--- src/rtl/ats_eligibility_calc.sv ---
// Single-stream 802.1Qcr ATS token-bucket eligibility-time calculator (multiply-only datapath).
// Optional pass/discard frame counters are enabled by defining ATS_ELIGIBILITY_STATS_EN.
//
// state  | meaning
// IDLE   | ready for one frame; sample frame info and config on handshake
// CALC   | form sched_elig and bucket_full from the bucket-empty time
// DECIDE | pick eligibility time, pass/discard, update scheduler/group state
// OUTPUT | hold the result beat until downstream accepts it
module ats_eligibility_calc #(
  parameter int TIMESTAMP_WIDTH = 72,
  parameter int FRAME_LEN_WIDTH = 16,
  parameter int RATE_WIDTH      = 32
) (
  input  logic                                       clk,
  input  logic                                       rstn,
`ifdef ATS_ELIGIBILITY_STATS_EN
  input  logic                                       stats_clear,
  output logic [31:0]                                pass_count,
  output logic [31:0]                                discard_count,
`endif
  input  logic [RATE_WIDTH-1:0]                      time_per_byte,
  input  logic [TIMESTAMP_WIDTH-1:0]                 empty_to_full_duration,
  input  logic [TIMESTAMP_WIDTH-1:0]                 max_residence_time,
  input  logic [TIMESTAMP_WIDTH+FRAME_LEN_WIDTH-1:0] s_axis_frame_info_tdata,
  input  logic                                       s_axis_frame_info_tvalid,
  output logic                                       s_axis_frame_info_tready,
  output logic [TIMESTAMP_WIDTH-1:0]                 m_axis_eligibility_timestamp_tdata,
  output logic                                       m_axis_eligibility_timestamp_tuser,
  output logic                                       m_axis_eligibility_timestamp_tvalid,
  input  logic                                       m_axis_eligibility_timestamp_tready
);
  localparam int TW = TIMESTAMP_WIDTH;
  localparam int PW = FRAME_LEN_WIDTH + RATE_WIDTH;

  typedef enum logic [1:0] {IDLE, CALC, DECIDE, OUTPUT} state_t;

  state_t                     state_q, state_d;
  logic [TW-1:0]              arrival_q;
  logic [FRAME_LEN_WIDTH-1:0] frame_len_q;
  logic [RATE_WIDTH-1:0]      time_per_byte_q;
  logic [TW-1:0]              empty_to_full_q;
  logic [TW-1:0]              max_res_q;
  logic [TW-1:0]              sched_elig_q;
  logic [TW-1:0]              bucket_full_q;
  logic [TW-1:0]              bucket_empty_q;
  logic [TW-1:0]              group_elig_q;
  logic [TW-1:0]              tdata_q;
  logic                       tuser_q;
  logic                       tvalid_q;

  logic                       in_hs;
  logic                       out_hs;
  logic [PW-1:0]              product;
  logic [TW-1:0]              length_recovery;
  logic [TW-1:0]              elig;
  logic [TW-1:0]              limit;
  logic [TW-1:0]              bucket_next;
  logic                       pass;

  // Gate with rstn so the upstream never sees ready while we are held in reset.
  assign s_axis_frame_info_tready = rstn && (state_q == IDLE);
  assign in_hs  = s_axis_frame_info_tvalid && s_axis_frame_info_tready;
  assign out_hs = tvalid_q && m_axis_eligibility_timestamp_tready;

  assign product         = PW'(frame_len_q) * PW'(time_per_byte_q);
  assign length_recovery = TW'(product);

  always_comb begin
    elig = arrival_q;
    if (group_elig_q > elig) elig = group_elig_q;
    if (sched_elig_q > elig) elig = sched_elig_q;
    limit = arrival_q + max_res_q;
    pass  = (elig <= limit);
    // Past bucket_full the bucket overflowed; credit beyond full is forfeited.
    bucket_next = (elig < bucket_full_q) ? sched_elig_q
                                         : sched_elig_q + elig - bucket_full_q;
  end

  always_comb begin
    state_d = state_q;
    case (state_q)
      IDLE:    if (in_hs) state_d = CALC;
      CALC:    state_d = DECIDE;
      DECIDE:  state_d = OUTPUT;
      OUTPUT:  if (out_hs) state_d = IDLE;
      default: state_d = IDLE;
    endcase
  end

  always_ff @(posedge clk or negedge rstn) begin
    if (!rstn) state_q <= IDLE;
    else       state_q <= state_d;
  end

  always_ff @(posedge clk or negedge rstn) begin
    if (!rstn) begin
      arrival_q       <= '0;
      frame_len_q     <= '0;
      time_per_byte_q <= '0;
      empty_to_full_q <= '0;
      max_res_q       <= '0;
      sched_elig_q    <= '0;
      bucket_full_q   <= '0;
      bucket_empty_q  <= '0;
      group_elig_q    <= '0;
      tdata_q         <= '0;
      tuser_q         <= 1'b0;
      tvalid_q        <= 1'b0;
    end else begin
      case (state_q)
        IDLE: begin
          if (in_hs) begin
            arrival_q       <= s_axis_frame_info_tdata[TW-1:0];
            frame_len_q     <= s_axis_frame_info_tdata[TW +: FRAME_LEN_WIDTH];
            time_per_byte_q <= time_per_byte;
            empty_to_full_q <= empty_to_full_duration;
            max_res_q       <= max_residence_time;
          end
        end
        CALC: begin
          sched_elig_q  <= bucket_empty_q + length_recovery;
          bucket_full_q <= bucket_empty_q + empty_to_full_q;
        end
        DECIDE: begin
          if (pass) begin
            group_elig_q   <= elig;
            bucket_empty_q <= bucket_next;
          end
          tdata_q  <= elig;
          tuser_q  <= !pass;
          tvalid_q <= 1'b1;
        end
        OUTPUT: begin
          if (out_hs) tvalid_q <= 1'b0;
        end
        default: tvalid_q <= 1'b0;
      endcase
    end
  end

  assign m_axis_eligibility_timestamp_tdata  = tdata_q;
  assign m_axis_eligibility_timestamp_tuser  = tuser_q;
  assign m_axis_eligibility_timestamp_tvalid = tvalid_q;

`ifdef ATS_ELIGIBILITY_STATS_EN
  logic [31:0] pass_cnt_q;
  logic [31:0] discard_cnt_q;

  always_ff @(posedge clk or negedge rstn) begin
    if (!rstn) begin
      pass_cnt_q    <= '0;
      discard_cnt_q <= '0;
    end else if (stats_clear) begin
      pass_cnt_q    <= '0;
      discard_cnt_q <= '0;
    end else if (out_hs) begin
      if (tuser_q) begin
        if (discard_cnt_q != '1) discard_cnt_q <= discard_cnt_q + 32'd1;
      end else begin
        if (pass_cnt_q != '1) pass_cnt_q <= pass_cnt_q + 32'd1;
      end
    end
  end

  assign pass_count    = pass_cnt_q;
  assign discard_count = discard_cnt_q;
`endif

endmodule
--- config.mk ---
export PLATFORM = sky130hd
export DESIGN_NAME = ats_eligibility_calc
export DESIGN_NICKNAME = d
export VERILOG_FILES = /design/src/rtl/ats_eligibility_calc.sv
export SDC_FILE = /design/constraint.sdc
export NUM_CORES = 2
export LEC_CHECK = 0
export BUFFER_PORTS_ARGS = -buffer_cell sky130_fd_sc_hd__buf_2
export CAP_MARGIN = 20
export CORE_MARGIN = 1.5
export CORE_UTILIZATION = 50
export DETAILED_ROUTE_END_ITERATION = 16
export GPL_ROUTABILITY_DRIVEN = 0
export PLACE_DENSITY = 0.64
export SLEW_MARGIN = 25
export SYNTH_ARGS = -nofsm -noshare
export SYNTH_HDL_FRONTEND = slang
export SYNTH_SLANG_ARGS = --single-unit
--- constraint.sdc ---
create_clock -name clk -period 24.5 [get_ports clk]
set_input_delay 0 -clock clk [delete_from_list [all_inputs] [get_ports clk]]
set_output_delay 0 -clock clk [all_outputs]
set_load 0.05 [all_outputs]
### Word-level counts from Yosys, hierarchy flattened

Index checks and enable logic that the tools add are counted.

| operators by class | value |
|---|---|
| add/subtract/negate cells | 5 |
| multiply operators | 1 |
| $lt $le $gt $ge | 4 |
| equal/unequal tests | 5 |
| muxes and demuxes | 8 |
| reduce and logical (&&, ||, !) cells | 10 |

Operator list:

| cell | number |
|---|---|
| $add A72 B72 Y72 | 3 |
| $mux W72 | 3 |
| $gt A72 B72 Y1 | 2 |
| $add A72 B48 Y72 | 1 |
| $le A72 B72 Y1 | 1 |
| $lt A72 B72 Y1 | 1 |
| $sub A72 B72 Y72 | 1 |
| $mul A16 B32 Y48 | 1 |
| $pmux W2 S4 | 1 |
| $reduce_and A2 Y1 | 4 |
| $eq A2 B2 Y1 const B | 2 |
| $mux W2 | 2 |
| $ne A2 B2 Y1 const B | 2 |
| $logic_and A1 B1 Y1 | 3 |
| $eq A2 B1 Y1 const B | 1 |
| $logic_not A2 Y1 | 1 |
| $pmux W1 S2 | 1 |
| $reduce_bool A2 Y1 | 1 |
| $logic_not A1 Y1 | 1 |
| $mux W1 | 1 |

| word-level totals | value |
|---|---|
| bits in registers | 628 |
| input bits | 268 |
| output and inout bits | 75 |
| logic and storage cells | 46 |

### Logic depth before layout (Yosys ltp)

| logic depth | value |
|---|---|
| depth after elaboration | 7 |
| mapped depth | 45 |
| gate-level depth less buffers | 40 |

### Worst setup path after synthesis

OpenSTA, ideal clock, no wires.

| timing | value |
|---|---|
| kind | register to register |
| start | register arrival_q[53] |
| end | register bucket_empty_q[69] |
| library setup time | 125 ps |
| arrival | 8865 ps |
| data required time | 24375 ps |
| slack | 15510 ps |
| stages on the path, launching flop included | 45 |
| path buffers | 6 |
| period minus slack after synthesis | 8990 ps |
| cell sequence | dfrtp_1 -> inv_1 -> ha_1 -> nand4_1 -> nor4_2 -> nand3_1 -> a31oi_1 -> nor4_1 -> a21oi_1 -> buf_4 -> buf_1 -> buf_2 -> mux2i_1 -> ha_1 -> a21oi_1 -> o22ai_1 -> o21a_1 -> o21a_1 -> [... 9 more ...] -> a21oi_2 -> inv_1 -> fa_1 -> inv_1 -> ha_1 -> clkbuf_1 -> a21oi_1 -> o21ai_0 -> a221oi_1 -> a311oi_1 -> o311ai_1 -> nand4b_1 -> a221oi_2 -> o21bai_1 -> a221oi_2 -> xnor2_1 -> mux2_2 -> mux2_2 |

| on the way | value |
|---|---|
| word-level cells in the longest chain between the ends | 7 |
| elaborated cells on any way between the ends | 11 |
| classes of those cells | 3 x add/sub; 4 x order compare; 3 x mux; 1 x reduce/logical |

RTL lines:

| what | RTL line | text |
|---|---|---|
| from (decl) | 38 | `logic [TW-1:0] arrival_q;` |
| from (signal assigned) | 113 | `arrival_q <= s_axis_frame_info_tdata[TW-1:0];` |
| $gt A72 B72 Y1 | 70 | `if (group_elig_q > elig) elig = group_elig_q;` |
| $mux W72 (*) | 70 |  |
| $gt A72 B72 Y1 | 71 | `if (sched_elig_q > elig) elig = sched_elig_q;` |
| $mux W72 (*) | 71 |  |
| net elig[18] | 55 | `logic [TW-1:0] elig;` |
| $add A72 B72 Y72 | 76 | `: sched_elig_q + elig - bucket_full_q;` |
| $sub A72 B72 Y72 | 76 |  |
| $mux W72 | 75 | `bucket_next = (elig < bucket_full_q) ? sched_elig_q` |
| to (signal assigned) | 127 | `bucket_empty_q <= bucket_next;` |
| to (decl) | 45 | `logic [TW-1:0] bucket_empty_q;` |

The timed path passes the listed nets; every way through them passes the cells marked *.
A chain may end at the register's enable or synchronous reset.

### Final worst setup path

| timing | value |
|---|---|
| start | register arrival_q[65] |
| end | register bucket_empty_q[69] |

Same word-level chain as after synthesis.

==> results.cfg <==
[critical_path]
slowest_stage = buf_4
crit_fanout = 82
crit_required_ps = 25100
max_stage_delay_ps = 880
end_kind = flip-flop
cp-start-kind = flip-flop
critical_path_arrival_ps = 13060
critPathKind = reg2reg

[cells_and_area]
final_cells = 9014
fill_cells = 11100
mostFrequentLayoutCells = 968 x inv_1, 678 x nand2_1, 628 x ha_1
drive_above_1_share = 0.148
syn2layout_area_growth_pct = 14.3
diodes = 0
layout_commonest_cell = inv_1
num-nets-final = 8737

[floorplanning]
core_um2 = 126000
start_util = 0.504
die_w_um = 359
die_h_um = 359
die_area_um2 = 129000
ioPinCount = 343
core.rowCount = 130

[timing]
rsz0062_at_grt = false
fin_skew_ps = 56.6
hold_slack_ps = 52.9
tightest_slew_ps = 1070
max_slew_margin = 0.265
setup_violations = 0
period_share = 0.509
fin_tns_setup_ps = 0
slew_viol_final = 0
final-hold-violation-count = 0
finalCriticalPeriod_ps = 12460
fmaxAchievable_mhz = 80.2

[logic_synthesis]
ys.flop_type = dfrtp_1
synth-seq-cells = 628
netlist_area_um2 = 63500
synth.avg_cell_area_um2 = 9.33
ys_types = 82
yosys_warnings = 0
async_reset_ff_frac = 1.00
syn-num-nets = 8242
synth_edf_count = 0
ys_seq_area_frac = 0.247
netlist_instances = 6805

[drt]
drt_wl_total_mm = 186
ant_nets = 0
vias = 50700
vias_per_cell = 5.62
first_iter_violations = 3800
drc_errors = 0
dr.pass1.iters = 6
routedWlPerCell_um = 20.7

[clocking]
post-cts-setup-buffers = 0
clk_pin_slew_worst_paths_ps = 70
clk_latency_ps = 720
cts-hold-fix-buffers = 292
cts.htree.levels = 3
cts_buffer_depth = 3
cts.sinks = 628
cts_tree = yes
ctsResizeCount = 0
cts_buffers = 79
cts-root-buf = clkbuf_16

[grt]
grt_start_max_net_pins = 88
antenna_found_initial = 2
grt_pass1_vias = 50600
grt_pass1_wl_mm = 294
gr-usage-all-layers = 0.290
overflow = 0

[worst_hold_path]
hold_class = in2reg

[placed_design]
dpl.hpwl_mm = 147
portBuffers = 342
dp.cells = 8577

[run]
max_cap_viol_count = 0

[outcome]
status = finished, final reports clean
-- registers in the layout, summed over array words and instances, names as in the netlist --
| name | count |
|---|---|
| arrival_q | 72 |
| bucket_empty_q | 72 |
| bucket_full_q | 72 |
| empty_to_full_q | 72 |
| group_elig_q | 72 |
| m_axis_eligibility_timestamp_tdata | 72 |
| max_res_q | 72 |
| sched_elig_q | 72 |
| time_per_byte_q | 32 |
| frame_len_q | 16 |
| state_q | 2 |
| m_axis_eligibility_timestamp_tuser | 1 |
| m_axis_eligibility_timestamp_tvalid | 1 |
-- final timing paths --
check / start / depth (start not counted) / end / slack (ps)
min reg2reg: m_axis_eligibility_timestamp_tuser / 1 / m_axis_eligibility_timestamp_tuser / 490
max: arrival_q[65] / 38 / bucket_empty_q[69] / 12040
min: s_axis_frame_info_tdata[40] / 3 / arrival_q[40] / 50
max reg2reg: arrival_q[65] / 38 / bucket_empty_q[69] / 12040
max in group asynchronous: rstn / 6 / max_res_q[10] / 21430
min in group asynchronous: rstn / 4 / time_per_byte_q[29] / 520
-- cells in the mapped netlist, types with 95 or more instances --
master | instances | area share
fa_1 | 539 | 0.17
nor2_1 | 311 | 0.018
dfrtp_1 | 628 | 0.25
a21o_1 | 249 | 0.029
o21ai_0 | 304 | 0.024
ha_1 | 630 | 0.12
xor2_1 | 107 | 0.015
xnor2_1 | 160 | 0.022
nand2_1 | 679 | 0.040
a21oi_1 | 426 | 0.034
inv_1 | 968 | 0.057
and2_1 | 166 | 0.016
mux2i_1 | 95 | 0.015
nand4_1 | 105 | 0.010
mux2_2 | 443 | 0.079
clkbuf_1 | 239 | 0.014
-- area by class of cell --
| type | instances | area (µm²) | share of cell area |
|---|---|---|---|
| well taps | 1650 | 2060 | 0.0285 |
| flip-flops and latches | 628 | 15700 | 0.217 |
| repair buffers | 682 | 5030 | 0.0693 |
| inverters | 968 | 3630 | 0.0501 |
| clock buffers | 105 | 2250 | 0.0311 |
| clock inverters | 40 | 691 | 0.00952 |
| multi-input cells | 4941 | 43200 | 0.595 |
-- through the flow --
stage          setup WS (ps)  utilization  instance area, µm²
2_1_floorplan          15510            -               63500
3_5_place_dp           12390        0.530               66700
6_report               12040        0.576               72600
3_3_place_gp           12520        0.530               66700
5_1_grt                11590        0.576               72600
4_1_cts                12360        0.576               72600
-- layer usage --
metal / part of all wire / GRT usage
met2: 0.42 / 0.421
met4: 0.026 / 0.0742
met3: 0.073 / 0.0491
met1: 0.48 / 0.443
met5: 0 / 0
-- worst max-delay path, delay by kind of cell, from the launching register on --
family	cells	cell delay, ps
flip-flops	1	430
AO/OA/AOI/OAI	10	3240
XOR/XNOR	1	90
multiplexers	4	1090
buffers and inverters	5	1680
adder cells (fa/ha/maj)	4	1550
AND/OR/NAND/NOR	14	4120
-- cells by family (layout without fill, tap and decap cells) --
kind of cell             Yosys count  in the layout  synth area share
AND/OR/NAND/NOR                 1570           1570             0.115
flip-flops                       628            628             0.247
XOR/XNOR                         267            267            0.0368
adder cells (fa/ha/maj)         1169           1169             0.294
buffers and inverters           1236           1795            0.0738
multiplexers                     541            541            0.0942
AO/OA/AOI/OAI                   1394           1394             0.139
Power is left out: the tool's default activity adds up to more than one toggle a clock period on the data nets, which glitch-free logic cannot reach.
